--- src/rtl/piso_serializer.sv ---
// Parallel-in/serial-out shifter with a start/ready/done handshake.
// Latency: start accepted at edge k -> first bit in cycle k+1, done one cycle after the last bit.
// Backpressure: start is only honoured while ready=1 (IDLE); start and load_data are ignored mid-frame.
//
// Ports:
//   CLK        clock, all state changes on the rising edge
//   reset      asynchronous active-low reset, discards any frame in progress
//   load_data  WIDTH-bit word, sampled only on the accepting edge
//   start      frame request, accepted when ready=1
//   ready      1 in IDLE
//   busy       1 while frame bits (and parity bit) are being sent
//   serial_out current frame bit, 0 whenever valid=0
//   valid      qualifies serial_out
//   done       one-cycle pulse after the last bit of a frame
//
// Optional feature macro: PISO_PARITY_EN appends an even-parity bit after the data bits.
module piso_serializer #(
  parameter int WIDTH     = 8,
  parameter int MSB_FIRST = 1
) (
  input  logic             CLK,
  input  logic             reset,
  input  logic [WIDTH-1:0] load_data,
  input  logic             start,
  output logic             ready,
  output logic             busy,
  output logic             serial_out,
  output logic             valid,
  output logic             done
);

  localparam int CW = $clog2(WIDTH);
  localparam logic [CW-1:0] LAST_CNT = CW'(WIDTH - 1);

  typedef enum logic [1:0] {
    IDLE   = 2'd0,
    SHIFT  = 2'd1,
    PARITY = 2'd2,
    DONE   = 2'd3
  } state_t;

  state_t           state_q, state_d;
  logic [WIDTH-1:0] sreg_q, sreg_d;
  logic [CW-1:0]    cnt_q, cnt_d;

`ifdef PISO_PARITY_EN
  logic par_q, par_d;
`endif

  always_ff @(posedge CLK or negedge reset) begin
    if (!reset) begin
      state_q <= IDLE;
      sreg_q  <= '0;
      cnt_q   <= '0;
`ifdef PISO_PARITY_EN
      par_q   <= 1'b0;
`endif
    end else begin
      state_q <= state_d;
      sreg_q  <= sreg_d;
      cnt_q   <= cnt_d;
`ifdef PISO_PARITY_EN
      par_q   <= par_d;
`endif
    end
  end

  always_comb begin
    state_d    = state_q;
    sreg_d     = sreg_q;
    cnt_d      = cnt_q;
`ifdef PISO_PARITY_EN
    par_d      = par_q;
`endif
    ready      = 1'b0;
    busy       = 1'b0;
    serial_out = 1'b0;
    valid      = 1'b0;
    done       = 1'b0;

    case (state_q)
      IDLE: begin
        ready = 1'b1;
        if (start) begin
          sreg_d  = load_data;
          cnt_d   = '0;
`ifdef PISO_PARITY_EN
          par_d   = ^load_data;
`endif
          state_d = SHIFT;
        end
      end

      SHIFT: begin
        valid      = 1'b1;
        busy       = 1'b1;
        serial_out = (MSB_FIRST != 0) ? sreg_q[WIDTH-1] : sreg_q[0];
        sreg_d     = (MSB_FIRST != 0) ? {sreg_q[WIDTH-2:0], 1'b0}
                                      : {1'b0, sreg_q[WIDTH-1:1]};
        // Counter holds at WIDTH-1 on the final edge instead of wrapping.
        if (cnt_q == LAST_CNT) begin
`ifdef PISO_PARITY_EN
          state_d = PARITY;
`else
          state_d = DONE;
`endif
        end else begin
          cnt_d = cnt_q + 1'b1;
        end
      end

`ifdef PISO_PARITY_EN
      PARITY: begin
        valid      = 1'b1;
        busy       = 1'b1;
        serial_out = par_q;
        state_d    = DONE;
      end
`endif

      DONE: begin
        done    = 1'b1;
        state_d = IDLE;
      end

      // Unused encodings (PARITY when parity is disabled) drive all outputs
      // low and fall back to IDLE on the next edge.
      default: begin
        state_d = IDLE;
      end
    endcase
  end

endmodule
--- config.mk ---
export PLATFORM = sky130hd
export DESIGN_NAME = piso_serializer
export DESIGN_NICKNAME = d
export VERILOG_FILES = /design/src/rtl/piso_serializer.sv
export SDC_FILE = /design/constraint.sdc
export NUM_CORES = 1
export LEC_CHECK = 0
export ABC_CLOCK_PERIOD_IN_PS = 3100
export CORE_MARGIN = 4
export CORE_UTILIZATION = 51
export DETAILED_ROUTE_END_ITERATION = 8
export PLACE_DENSITY_LB_ADDON = 0.25
export SYNTH_ARGS = -nofsm -noshare
export SYNTH_HDL_FRONTEND = slang
export SYNTH_SLANG_ARGS = --single-unit
--- constraint.sdc ---
create_clock -name CLK -period 3.1 [get_ports CLK]
set_clock_uncertainty 0.1 [all_clocks]
set_input_delay 0.62 -clock CLK [delete_from_list [all_inputs] [get_ports CLK]]
set_output_delay 0.62 -clock CLK [all_outputs]
set_load 0.1 [all_outputs]
==> impl_results.md <==
- Outcome: finished, final reports clean
- Die H: 45.82 um
- CTS Hold Bufs: 0
- Clock root buffer: clkbuf_4
- Maxcap violations: 0
- Area contributors post-synth: dfrtp_1, o22ai_2, a21oi_2, o22ai_1, o21ai_0
- DRC: 0
- Post-DRT Antenna Nets: 0
- Iter 0 DRT Violations: 13
- Crit Path Class: reg2out
- Worst Hold Class: reg2reg
- Hold Crit Start: sreg_q[0]
- CTS Buffer Depth: 2
- Total CTS buffers: 3
- Fin crit share: 72.14%
- Setup violations, final: 0
- Slew @ Worst Pin: 0.5813 ns
- Global-route wire length before repair: 2304 um
- Startpoint types: register
- CP arrival: 1.52 ns
- Synth Net Count: 80
- Sequential fraction of the synthesis area: 44.60%
- Routed WL: 1414 um
- Worst Setup End Kind: primary output
- Area Growth Syn to Fin: 17.50%
- Top cell type's share of synthesized area: 44.60%
- Area occupied by multi-input gates: 337.8 um2
- Post_cts resized: 0
- WL/cell: 14.88 um
- Flops & latches, synth: 13
- I/O Buffers: 15
- Seq. cell area: 325.3 um2
- RSZ-0062 raised after global routing: no
- Initial antenna violation count: 0
- Max H-tree Level: 1
- Ys flop type: dfrtp_1
- Final Critical Period: 2.236 ns
- # fillers: 104
- Distinct cells, synth: 21
- Slew HR: 61.12%
- Vias in the first global route: 533
- FFs w/ async S/R, synth: 100.0%
- Post-CTS Setup Inserts: 0
- GR Overflow Total: 0
- Chip Width: 45.82 um
- CTS tree: built
- Cell area after synthesis: 729.5 um2
- 1st-pass router iterations: 4
- Core area: 1318 um2
- Vias: 551
- Initial Util: 55.37%
- Cell taking the most area after synthesis: dfrtp_1
- Syn Inst Count: 67
- Worst path required time: 2.38 ns
- Final Hold Viols: 0
- Area of the die: 2099 um2
- Avg Inst Size Synth: 10.89 um2
- Most common cell in the synthesized netlist: dfrtp_1
- Nets: 94
- Layout cells sized above 1: 30.00%
- Clk slew on worst S/H paths: 0.08 ns
- Yosys warning count: 0
- N_diodes: 0
- Peak Freq: 0.4471 GHz
- FF-to-FF Start: cnt_q[0]
- I/O pins: 16
- Worst-Skew Late Latency: 0.27 ns
- Worst-path maximum fanout: 11
- CP Launch Point: state_q[1]
- Total track usage: 15.45%
- # rows: 13
- CTS Sinks: 13
- Setup TNS: 0 ns
- RD Place Congestion: 0.7632
- Post-synth EDFFs: 0
- Largest net degree at the start of global routing: 14
- Via density: 5.800
- HPWL Detailed: 1031 um
- Max-slew violation count: 0
- Synth cell count leaders: dfrtp_1, a21oi_2, o21ai_0, o22ai_1, o22ai_2
layout by cell type (no fill, tap or decap), types with 2 or more instances in the layout:
cell             count
ha_1                 2
o21ai_0              7
nor2_1               5
and3_1               2
clkbuf_4             3
a22oi_1              2
o22ai_2              7
clkdlybuf4s50_1     10
buf_4                5
o22ai_1              7
a21oi_2              7
inv_1                2
dfrtp_1             13
through the flow:
step | std cells | area (um2) | hold WS [ns] | util (%) | worst slack, ns
6_report | 95 | 857.1 | 0.4285 | 65.05 | 0.8635
5_1_grt | 95 | 857.1 | 0.4385 | 65.05 | 0.7368
4_1_cts | 95 | 857.1 | 0.4234 | 65.05 | 0.8629
2_1_floorplan | 67 | 729.5 | 0.2244 | - | 0.4834
3_3_place_gp | 91 | 830.8 | 0.4118 | 63.06 | 0.9774
3_5_place_dp | 91 | 830.8 | 0.4074 | 63.06 | 0.9480
per-layer routing:
metal  part of all wire (%)  track usage (%)  vias to the layer above  routed length (um)
li1                       -                -                      276                   -
met1                     46            19.13                      258                 655
met2                     47            25.35                       17                 658
met3                    7.1            5.929                        0                 101
met4                      0            3.409                        0                   0
met5                      0                0                        -                   0
state kept, by name, summed over array words and instances (netlist names):
signal / cells
cnt_q: 3
sreg_q: 8
state_q: 2
path summary, 6_finish.rpt:
path,depth (start not counted),end,slack [ns]
setup / recovery,3,busy,0.86
hold / removal,2,sreg_q[0],0.43
setup reg to reg,5,cnt_q[1],1.61
hold reg to reg,2,sreg_q[0],0.43
max in group asynchronous,1,sreg_q[3],1.90
min in group asynchronous,1,sreg_q[4],0.62
cell families (layout without fill, tap and decap cells):
kind of cell             after synthesis  after routing  share of synthesized area, %
flip-flops                            13             13                         44.60
buffers and inverters                  9             22                         9.090
AO/OA/AOI/OAI                         31             31                         33.96
adder cells (fa/ha/maj)                2              2                         3.430
AND/OR/NAND/NOR                       12             12                         8.918
worst max-delay path: stages, from the launching register on:
cell	delay, ns
dfrtp_1	0.49
nand2b_1	0.33
inv_1	0.12
buf_4	0.29
area by class of cell:
type	count	area share, %
inverter	3	1.314
clock buffer	4	3.066
multi-input combinational	45	39.42
timing repair buffer	15	16.06
sequential	13	37.96
tap	15	2.190
Power is not shown: default switching activity piles up to over one toggle a cycle in this logic, so the estimate is an artifact.
